--- src/rtl/grid_claim_arbiter_pkg.sv ---
// Shared definitions for the grid claim arbiter: op codes, FSM states and grid geometry.
package grid_claim_arbiter_pkg;

    localparam int GRID_N         = 12;
    localparam int GRID_CELLS_DEF = GRID_N * GRID_N;
    localparam logic [31:0] EMPTY_CELL = 32'hFFFF_FFFF;

    typedef enum logic [1:0] {
        OP_READ  = 2'b00,
        OP_WRITE = 2'b01,
        OP_CLAIM = 2'b10,
        OP_RSVD  = 2'b11
    } op_e;

    typedef enum logic [2:0] {
        ST_IDLE,
        ST_CLEAR,
        ST_RD_WAIT,
        ST_CHECK,
        ST_WR,
        ST_RESP
    } state_e;

    // The reserved encoding behaves exactly like a read.
    function automatic op_e decode_op(input logic [1:0] raw);
        op_e op;
        case (raw)
            2'b01:   op = OP_WRITE;
            2'b10:   op = OP_CLAIM;
            default: op = OP_READ;
        endcase
        return op;
    endfunction

endpackage

--- src/rtl/grid_claim_arbiter_rr_arbiter.sv ---
// Round-robin pick of the first requester at or after the pointer; pointer moves past the winner on en_i.
module grid_claim_arbiter_rr_arbiter #(
    parameter int N_REQ = 4,
    parameter int IDX_W = (N_REQ > 1) ? $clog2(N_REQ) : 1
) (
    input  logic             clk,
    input  logic             reset,
    input  logic [N_REQ-1:0] req_i,
    input  logic             en_i,
    output logic             vld_o,
    output logic [N_REQ-1:0] grant_o,
    output logic [IDX_W-1:0] idx_o
);

    logic [IDX_W-1:0] ptr_q;
    logic [IDX_W-1:0] cand;

    always_comb begin
        vld_o   = 1'b0;
        grant_o = '0;
        idx_o   = '0;
        cand    = '0;
        for (int i = 0; i < N_REQ; i++) begin
            cand = IDX_W'((int'(ptr_q) + i) % N_REQ);
            if (!vld_o && req_i[cand]) begin
                vld_o         = 1'b1;
                idx_o         = cand;
                grant_o[cand] = 1'b1;
            end
        end
    end

    always_ff @(posedge clk) begin
        if (reset) begin
            ptr_q <= '0;
        end else if (en_i && vld_o) begin
            ptr_q <= (idx_o == IDX_W'(N_REQ - 1)) ? '0 : idx_o + 1'b1;
        end
    end

endmodule

--- src/rtl/grid_claim_arbiter.sv ---
// Serialises engine accesses to the grid RAM, provides atomic read-if-empty-then-write claims,
// and sweeps the whole grid to EMPTY on request.
module grid_claim_arbiter
    import grid_claim_arbiter_pkg::*;
#(
    parameter int N_REQ      = 4,
    parameter int ADDR_W     = 12,
    parameter int DATA_W     = 32,
    parameter int GRID_CELLS = GRID_CELLS_DEF,
    parameter logic [DATA_W-1:0] EMPTY = DATA_W'(EMPTY_CELL)
) (
    input  logic                      clk,
    input  logic                      reset,
    input  logic                      clear_start,
    output logic                      clear_busy,
    input  logic [N_REQ-1:0]          req_valid,
    input  logic [2*N_REQ-1:0]        req_op,
    input  logic [ADDR_W*N_REQ-1:0]   req_addr,
    input  logic [DATA_W*N_REQ-1:0]   req_data,
    output logic [N_REQ-1:0]          req_ready,
    output logic [N_REQ-1:0]          rsp_valid,
    output logic                      rsp_ok,
    output logic [DATA_W-1:0]         rsp_data,
    output logic                      mem_re,
    output logic                      mem_we,
    output logic [ADDR_W-1:0]         mem_addr,
    output logic [DATA_W-1:0]         mem_din,
    input  logic [DATA_W-1:0]         mem_dout
);

    localparam int IDX_W = (N_REQ > 1) ? $clog2(N_REQ) : 1;
    localparam logic [ADDR_W-1:0] LAST_CELL  = ADDR_W'(GRID_CELLS - 1);
    localparam logic [ADDR_W:0]   CELL_LIMIT = (ADDR_W + 1)'(GRID_CELLS);

    state_e              state_q;
    op_e                 lat_op_q;
    logic [ADDR_W-1:0]   lat_addr_q;
    logic [DATA_W-1:0]   lat_data_q;
    logic [N_REQ-1:0]    lat_owner_q;
    logic                res_ok_q;
    logic [DATA_W-1:0]   res_data_q;
    logic [ADDR_W-1:0]   clr_cnt_q;
    logic                clear_pending_q;

    logic                clear_busy_q;
    logic [N_REQ-1:0]    req_ready_q;
    logic [N_REQ-1:0]    rsp_valid_q;
    logic                rsp_ok_q;
    logic [DATA_W-1:0]   rsp_data_q;
    logic                mem_re_q;
    logic                mem_we_q;
    logic [ADDR_W-1:0]   mem_addr_q;
    logic [DATA_W-1:0]   mem_din_q;

    logic                grant_vld;
    logic                grant_take;
    logic [N_REQ-1:0]    grant;
    logic [IDX_W-1:0]    grant_idx;
    op_e                 sel_op;
    logic [ADDR_W-1:0]   sel_addr;
    logic [DATA_W-1:0]   sel_data;

    // Handshake: an engine holds req_valid and its fields until req_ready pulses for it; the
    // single rsp_valid pulse for that engine later carries rsp_ok/rsp_data. Only one transaction
    // is in flight, so a claim's read and conditional write cannot interleave with another engine.
    assign grant_take = (state_q == ST_IDLE) && !clear_pending_q && !clear_start;

    grid_claim_arbiter_rr_arbiter #(
        .N_REQ (N_REQ),
        .IDX_W (IDX_W)
    ) u_rr (
        .clk     (clk),
        .reset   (reset),
        .req_i   (req_valid),
        .en_i    (grant_take),
        .vld_o   (grant_vld),
        .grant_o (grant),
        .idx_o   (grant_idx)
    );

    always_comb begin
        sel_op   = decode_op(req_op[int'(grant_idx)*2 +: 2]);
        sel_addr = req_addr[int'(grant_idx)*ADDR_W +: ADDR_W];
        sel_data = req_data[int'(grant_idx)*DATA_W +: DATA_W];
    end

    always_ff @(posedge clk) begin
        if (reset) begin
            state_q         <= ST_IDLE;
            lat_op_q        <= OP_READ;
            lat_addr_q      <= '0;
            lat_data_q      <= '0;
            lat_owner_q     <= '0;
            res_ok_q        <= 1'b0;
            res_data_q      <= '0;
            clr_cnt_q       <= '0;
            clear_pending_q <= 1'b0;
            clear_busy_q    <= 1'b0;
            req_ready_q     <= '0;
            rsp_valid_q     <= '0;
            rsp_ok_q        <= 1'b0;
            rsp_data_q      <= '0;
            mem_re_q        <= 1'b0;
            mem_we_q        <= 1'b0;
            mem_addr_q      <= '0;
            mem_din_q       <= '0;
        end else begin
            req_ready_q <= '0;
            if (clear_start && state_q != ST_IDLE) begin
                clear_pending_q <= 1'b1;
            end
            case (state_q)
                ST_IDLE: begin
                    if (clear_pending_q || clear_start) begin
                        clear_pending_q <= 1'b0;
                        clear_busy_q    <= 1'b1;
                        clr_cnt_q       <= '0;
                        mem_we_q        <= 1'b1;
                        mem_addr_q      <= '0;
                        mem_din_q       <= EMPTY;
                        state_q         <= ST_CLEAR;
                    end else if (grant_vld) begin
                        req_ready_q <= grant;
                        lat_owner_q <= grant;
                        lat_op_q    <= sel_op;
                        lat_addr_q  <= sel_addr;
                        lat_data_q  <= sel_data;
                        if ({1'b0, sel_addr} >= CELL_LIMIT) begin
                            res_ok_q   <= 1'b0;
                            res_data_q <= EMPTY;
                            state_q    <= ST_RESP;
                        end else if (sel_op == OP_WRITE) begin
                            res_ok_q   <= 1'b1;
                            res_data_q <= sel_data;
                            state_q    <= ST_WR;
                        end else begin
                            state_q <= ST_RD_WAIT;
                        end
                    end
                end
                ST_CLEAR: begin
                    if (clr_cnt_q == LAST_CELL) begin
                        mem_we_q     <= 1'b0;
                        clear_busy_q <= 1'b0;
                        state_q      <= ST_IDLE;
                    end else begin
                        clr_cnt_q  <= clr_cnt_q + 1'b1;
                        mem_addr_q <= clr_cnt_q + 1'b1;
                    end
                end
                ST_WR: begin
                    mem_we_q   <= 1'b1;
                    mem_addr_q <= lat_addr_q;
                    mem_din_q  <= lat_data_q;
                    state_q    <= ST_RESP;
                end
                // First cycle issues the read, second cycle waits for the RAM output register.
                ST_RD_WAIT: begin
                    if (!mem_re_q) begin
                        mem_re_q   <= 1'b1;
                        mem_addr_q <= lat_addr_q;
                    end else begin
                        mem_re_q <= 1'b0;
                        state_q  <= ST_CHECK;
                    end
                end
                ST_CHECK: begin
                    rsp_valid_q <= lat_owner_q;
                    state_q     <= ST_RESP;
                    if (lat_op_q == OP_CLAIM && mem_dout == EMPTY) begin
                        mem_we_q   <= 1'b1;
                        mem_addr_q <= lat_addr_q;
                        mem_din_q  <= lat_data_q;
                        rsp_ok_q   <= 1'b1;
                        rsp_data_q <= lat_data_q;
                    end else begin
                        rsp_ok_q   <= (lat_op_q != OP_CLAIM);
                        rsp_data_q <= mem_dout;
                    end
                end
                ST_RESP: begin
                    mem_we_q <= 1'b0;
                    if (rsp_valid_q == '0) begin
                        rsp_valid_q <= lat_owner_q;
                        rsp_ok_q    <= res_ok_q;
                        rsp_data_q  <= res_data_q;
                    end else begin
                        rsp_valid_q <= '0;
                        rsp_ok_q    <= 1'b0;
                        rsp_data_q  <= '0;
                        state_q     <= ST_IDLE;
                    end
                end
                default: state_q <= ST_IDLE;
            endcase
        end
    end

    assign clear_busy = clear_busy_q;
    assign req_ready  = req_ready_q;
    assign rsp_valid  = rsp_valid_q;
    assign rsp_ok     = rsp_ok_q;
    assign rsp_data   = rsp_data_q;
    assign mem_re     = mem_re_q;
    assign mem_we     = mem_we_q;
    assign mem_addr   = mem_addr_q;
    assign mem_din    = mem_din_q;

endmodule
--- config.mk ---
export PLATFORM = sky130hd
export DESIGN_NAME = grid_claim_arbiter
export DESIGN_NICKNAME = d
export VERILOG_FILES = /design/src/rtl/grid_claim_arbiter_pkg.sv /design/src/rtl/grid_claim_arbiter_rr_arbiter.sv /design/src/rtl/grid_claim_arbiter.sv
export SDC_FILE = /design/constraint.sdc
export NUM_CORES = 1
export LEC_CHECK = 0
export CORE_MARGIN = 5
export CORE_UTILIZATION = 31
export CTS_CLUSTER_SIZE = 20
export DETAILED_ROUTE_END_ITERATION = 16
export PLACE_DENSITY = 0.55
export SYNTH_ARGS = -nofsm -noshare
export SYNTH_HDL_FRONTEND = slang
export SYNTH_SLANG_ARGS = --single-unit
--- constraint.sdc ---
create_clock -name clk -period 6.65 [get_ports clk]
set_input_delay 1.33 -clock clk [delete_from_list [all_inputs] [get_ports clk]]
set_output_delay 1.33 -clock clk [all_outputs]
set_load 0.05 [all_outputs]
==> flow_metrics.py, run 1 <==
metrics = {
    "cts": {
        "htreeDepth": 4,
        "cts_sinks": 189,
        "postCtsSetupBuffers": 0,
        "root_buffer": "clkbuf_16",
        "cts_tree": "built",
        "path_clk_slew_ns": 0.07,
        "clock_path_buffers": 2,
        "hold_buffers": 0,
        "cts_buffers": 17,
        "cts.repair.resized": 0,
        "clkLatencyLatePin_ns": 0.43,
    },
    "logic_synthesis": {
        "synthTopCellsByArea": "dfxtp_1 (39%), nand2_1 (11%), nor2_1 (8.2%)",
        "netlist_area_sq_mm": 0.009797,
        "synth_cell_type_count": 57,
        "syn_nets": 1515,
        "avgSynthCellArea_sq_um": 7.612,
        "ys_seq_area_frac": 0.3862,
        "synthArstFlopShare": 0,
        "synth_flop_cell": "dfxtp_1",
        "synth_top_family_by_area": "compound AO/OA/AOI/OAI gates",
        "yosysWarnings": 0,
        "muxShareOfSynthArea": 0.02899,
        "syn_inst": 1287,
        "yosysMostFrequentCell": "nand2_1",
        "synth.top_cell.area_share": 0.3862,
        "synth_edf_count": 0,
        "synth_top_area_cell": "dfxtp_1",
        "ys_ff_latch": 189,
        "synth_compound_gate_area_share": 0.2584,
        "synth_fa_ha_area_frac": 0.006386,
        "synth_xor_xnor_area_share": 0.008940,
        "synth_common_cells": "nand2_1 (275), nor2_1 (213), dfxtp_1 (189), clkbuf_1 (78), a211oi_1 (53)",
        "synthSimpleGateAreaFrac": 0.2473,
    },
    "die": {
        "fp-row-count": 65,
        "initial_core_util": 0.3121,
        "io_pins": 311,
        "dieArea_sq_mm": 0.03526,
        "die_w_um": 187.8,
        "dieHeight_um": 187.8,
        "core-area_sq_mm": 0.03139,
    },
    "worst_setup_path": {
        "cp.required_ns": 6.91,
        "start_kind": "input pin",
        "crit_fanout": 20,
        "crit_type": "input pin to flop",
        "cp-end-kind": "flop",
        "arrival_ns": 5.48,
    },
    "place": {
        "gp_congestion": 0.7975,
        "place_hpwl_mm": 24.58,
        "portBuffers": 310,
    },
    "timing": {
        "setup_viol": 0,
        "finalCritPeriodShare": 0.7841,
        "slew-limit-headroom": 0.2615,
        "hold_viol": 0,
        "worstMarginPinSlew_ns": 1.103,
        "max_freq_mhz": 191.8,
        "grt_setup_unrepaired": "false",
        "final.setup.tns_ns": 0,
        "fin_skew_ns": 0.01358,
        "min_period_ns": 5.215,
        "final-max-slew-violation-count": 0,
        "hold_ws_ns": 0.4567,
    },
    "finish": {
        "syn_to_final_growth_pct": 39.53,
        "antenna_cells": 0,
        "multi_input_area_sq_mm": 0.005446,
        "nFillCells": 3226,
        "fin_nets": 1746,
        "seq_area_sq_mm": 0.003784,
        "drive_gt1_frac": 0.06466,
    },
    "grt": {
        "grt_pass1_vias": 9517,
        "overflow": 0,
        "antenna_found_initial": 0,
        "grt_max_degree": 115,
        "grt_pass1_wl_mm": 54.40,
        "grt_usage": 0.1903,
    },
    "pwr": {
        "power_frac_comb": 0.529,
        "p_sw_mw": 2.697,
        "cellLeakagePower_nw": 5.038,
        "switching_share": 0.4735,
        "power.density_mw_per_mm2": 416.6,
        "ir_drop_mv": 0.2027,
        "power_frac_seq": 0.292,
        "clockPowerShare": 0.179,
        "internal_power_mw": 2.999,
    },
    "detailed_routing": {
        "drt.antenna.violating_nets": 0,
        "num_vias": 9626,
        "drc_errors": 0,
        "drt_iter0_drc": 568,
        "firstDrtPassIters": 4,
        "avgRoutedWirePerCell_um": 17.79,
        "vias_per_cell": 4.980,
        "finalWirelength_mm": 34.39,
    },
    "job": {
        "cap_violations": 0,
    },
    "run_status": {
        "outcome": "completed",
    },
    "worst_hold_path": {
        "hold_class": "flop to flop",
    },
}
## logic make-up (layout without fill, tap and decap cells)
group	Yosys count	after routing
buf+inv	152	396
compound gates	322	322
mux	22	22
xor+xnor	10	10
flops	189	189
fa+ha+maj	5	5
simple gates	587	587
## layout by cell type (no fill, tap or decap), types with 33 or more instances in the layout
master           synthesis  routed
nand3_1                 38      38
nor2_1                 213     212
a311oi_1                43      43
o21ai_0                 40      40
dfxtp_1                189     189
o211ai_1                33      33
a21oi_1                 47      47
nand2_1                275     274
a211oi_1                53      53
clkdlybuf4s50_1          0     309
inv_1                   42      42
## routing by layer
layer | part of all wire | global-route usage | wire, um | vias up
met5 | 0 | 0 | 0 | -
li1 | - | - | - | 4956
met4 | 0.018 | 0.04658 | 619 | 0
met3 | 0.046 | 0.04095 | 1597 | 27
met2 | 0.49 | 0.3288 | 16820 | 226
met1 | 0.45 | 0.2429 | 15360 | 4417
## worst max-delay path, cell delays in order
cell and delay, ns:
clkdlybuf4s50_1 0.68, mux2i_1 0.12, mux2i_1 0.62, o21ai_2 0.19, o21ai_4 0.24, mux4_2 0.59
a221oi_1 0.38, o211ai_4 0.19, nor2_4 0.65, buf_4 0.37, a221oi_2 0.09
## power groups by stage
stage	sequential [mW]	clock, mW	combinational, mW
after floorplan	2.10	0	1.69
after global placement	1.69	0	3.03
after detailed placement	1.69	0	3.06
after CTS	1.67	1.05	3.07
after global routing	1.71	1.10	3.31
final	1.66	1.02	3.01
## registers in the layout, summed over array words and instances (netlist names)
register / cells
clear_busy: 1
clear_pending_q: 1
clr_cnt_q: 12
lat_addr_q: 12
lat_data_q: 32
lat_op_q: 2
lat_owner_q: 4
mem_addr: 12
mem_din: 32
mem_re: 1
mem_we: 1
req_ready: 4
res_data_q: 32
res_ok_q: 1
rsp_data: 32
rsp_ok: 1
rsp_valid: 4
state_q: 3
u_rr.ptr_q: 2
## path summary, 6_finish.rpt
kind / startpoint / end / slack [ns] / cells after the start
setup / recovery: req_valid[1] / res_data_q[12] / 1.44 / 11
hold / removal: lat_owner_q[0] / lat_owner_q[0] / 0.46 / 1
setup reg to reg: u_rr.ptr_q[0] / res_data_q[12] / 1.50 / 12
hold reg to reg: lat_owner_q[0] / lat_owner_q[0] / 0.46 / 1
## layout make-up
| cell class | count | area share |
|---|---|---|
| clock inverter | 14 | 0.01089 |
| sequential | 189 | 0.2768 |
| multi-input combinational | 946 | 0.3984 |
| timing repair buffer | 321 | 0.2331 |
| tap | 402 | 0.03680 |
| clock buffer | 18 | 0.03213 |
| inverter | 43 | 0.01181 |
## stage by stage
stage / util / setup slack (ns) / power, mW / cell area (sq um) / cells
2_1_floorplan: - / 2.548 / 3.791 / 9797 / 1287
3_3_place_gp: 0.4167 / 1.041 / 4.721 / 13080 / 1901
3_5_place_dp: 0.4167 / 0.9707 / 4.754 / 13080 / 1901
4_1_cts: 0.4354 / 1.416 / 5.788 / 13670 / 1933
5_1_grt: 0.4354 / 1.126 / 6.117 / 13670 / 1933
6_report: 0.4354 / 1.435 / 5.695 / 13670 / 1933
No activity file was read; power rests on OpenSTA's default activity.
==> run 2, diff against run 1 <==
- clock period: 6.65 -> 5.22 ns (I/O delays scaled with it)
==> run 2 against run 1 <==
First-iteration DRC count fell by 13%. Routed wire length rose by 1.5%. Sequential power rose by 27%. Clock power rose by 36%. Cell count rose by 0.47%. Total power rose by 30%. Die area did not move. Critical path depth did not move. Register-to-register slack got worse by 0.48 ns. Sequential share of layout area fell by 0.34 points.
==> flow_metrics.py, run 2 (synthesis gave the netlist of run 1 again) <==
metrics = {
    "detailed_routing": {
        "drt.antenna.violating_nets": 0,
        "drt_iter0_drc": 493,
        "avgRoutedWirePerCell_um": 17.97,
        "firstDrtPassIters": 5,
        "num_vias": 9703,
        "finalWirelength_mm": 34.91,
        "vias_per_cell": 4.996,
        "drc_errors": 0,
    },
    "die": {
        "dieArea_sq_mm": 0.03526,
        "fp-row-count": 65,
        "io_pins": 311,
        "core-area_sq_mm": 0.03139,
        "die_w_um": 187.8,
        "dieHeight_um": 187.8,
        "initial_core_util": 0.3121,
    },
    "finish": {
        "syn_to_final_growth_pct": 41.28,
        "layout_common_cells": "clkdlybuf4s50_1 (309), nand2_1 (274), nor2_1 (212)",
        "antenna_cells": 0,
        "multi_input_area_sq_mm": 0.005446,
        "seq_area_sq_mm": 0.003784,
        "fin_util": 0.4409,
        "instances_no_fill": 1942,
        "fin_area_sq_mm": 0.01384,
        "final_common_cell": "clkdlybuf4s50_1",
        "nFillCells": 3168,
        "fin_nets": 1755,
        "drive_gt1_frac": 0.06948,
    },
    "timing": {
        "min_period_ns": 4.330,
        "final.setup.tns_ns": 0,
        "slew-limit-headroom": 0.2657,
        "fin_skew_ns": 0.02307,
        "max_freq_mhz": 231.0,
        "final-max-slew-violation-count": 0,
        "hold_viol": 0,
        "setup_ws_ns": 0.8905,
        "hold_ws_ns": 0.4575,
        "worstMarginPinSlew_ns": 1.097,
        "setup_viol": 0,
        "grt_setup_unrepaired": "false",
        "finalCritPeriodShare": 0.8294,
    },
    "worst_hold_path": {
        "hold_class": "flop to flop",
        "hold_path.startpoint": "lat_op_q[0]",
        "hold_depth": 2,
        "hold_end": "lat_op_q[0]",
    },
    "cts": {
        "hold_buffers": 0,
        "clock_path_buffers": 2,
        "cts_tree": "built",
        "cts.repair.resized": 0,
        "root_buffer": "clkbuf_16",
        "clkLatencyLatePin_ns": 0.44,
        "path_clk_slew_ns": 0.08,
        "cts_buffers": 17,
        "cts_sinks": 189,
        "postCtsSetupBuffers": 0,
        "htreeDepth": 4,
    },
    "place": {
        "place_hpwl_mm": 25.12,
        "numPlacedInstances": 1910,
        "pre_cts_slack_ns": 0.4398,
        "gp_congestion": 0.8203,
        "placed_cell_area_sq_mm": 0.01321,
        "portBuffers": 310,
    },
    "worst_setup_path": {
        "cp-end-kind": "flop",
        "r2r_slack_ns": 1.02,
        "arrival_ns": 4.62,
        "r2r_cells": 12,
        "cp.required_ns": 5.51,
        "crit_fanout": 30,
        "worstReg2RegStart": "u_rr.ptr_q[1]",
        "cp_cell_sequence": "clkdlybuf4s50_1 > nor3b_1 > a32oi_1 > o21ai_1 > o21ai_4 > mux4_2 > a221oi_1 > o211ai_4 > o21ai_4 > buf_12 > a221oi_1",
        "cp_slowest_cell": "clkdlybuf4s50_1",
        "crit_type": "input pin to flop",
        "crit_buf_inv": 2,
        "reg2reg_to": "res_data_q[0]",
        "start_kind": "input pin",
        "cpLargestDelayFamily": "compound AO/OA/AOI/OAI gates",
        "critPathMaxStageDelay_ns": 0.67,
    },
    "grt": {
        "grt_usage": 0.1920,
        "grt_pass1_vias": 9649,
        "use_met2": 0.3269,
        "overflow": 0,
        "busiest_layer": "met2",
        "antenna_found_initial": 0,
        "grt_pass1_wl_mm": 54.70,
        "globalRouteMet3Util": 0.04542,
        "grt_max_degree": 81,
        "grtUsageMet1": 0.2480,
    },
    "job": {
        "cap_violations": 0,
    },
    "pwr": {
        "cellLeakagePower_nw": 5.119,
        "power.density_mw_per_mm2": 535.4,
        "power_mw": 7.410,
        "ir_drop_mv": 0.2198,
    },
    "run_status": {
        "outcome": "completed",
    },
}
==> run 2: cell types whose count changed in the layout (fill, tap and decap cells not counted) <==
cell and change:
clkinv_8 +2, bufinv_16 +2, clkinv_2 -1, buf_12 +5
buf_4 +4, inv_12 -1, clkinv_4 -1, clkbuf_1 +1
clkbuf_8 -1, inv_8 -1
==> run 2: final cells by class <==
cell class / count / area share
timing repair buffer: 330 / 0.2396
clock inverter: 14 / 0.01446
tap: 402 / 0.03634
multi-input combinational: 946 / 0.3935
inverter: 43 / 0.01166
clock buffer: 18 / 0.03101
sequential: 189 / 0.2734
==> run 2: worst reg2reg max path, stage by stage, from the launching register on <==
cell and delay [ns]:
dfxtp_1 0.54, inv_1 0.12, ha_1 0.42, nor3b_1 0.21, a32oi_1 0.21, o21ai_1 0.20
o21ai_4 0.65, mux4_2 0.43, a221oi_1 0.40, o211ai_4 0.19, o21ai_4 0.28, buf_12 0.29
a221oi_1 0.13
==> run 2: how the worst max path moves through the flow <==
| stage | startpoint | end | slack [ns] | cells after the start |
|---|---|---|---|---|
| after floorplan | req_valid[2] | res_data_q[10] | 1.40 | 12 |
| after global placement | req_valid[0] | res_data_q[0] | 0.54 | 11 |
| after detailed placement | req_valid[0] | res_data_q[0] | 0.44 | 11 |
| after CTS | req_valid[0] | res_data_q[0] | 0.91 | 11 |
| after global routing | req_valid[0] | res_data_q[0] | 0.60 | 11 |
| final | req_valid[0] | res_data_q[0] | 0.89 | 11 |
==> run 2: power breakdown <==
group	switching (mW)	internal, mW	total (mW)
registers	0.265	1.84	2.10
clock network	0.652	0.738	1.39
logic	2.53	1.39	3.92
total	3.45	3.96	7.41
==> run 2: layer usage <==
metal  up-vias  share of wire  wire [um]
met5         -              0          0
met4         0          0.014        484
met3        24          0.054       1884
met2       235           0.48      16910
met1      4466           0.45      15620
li1       4978              -          -
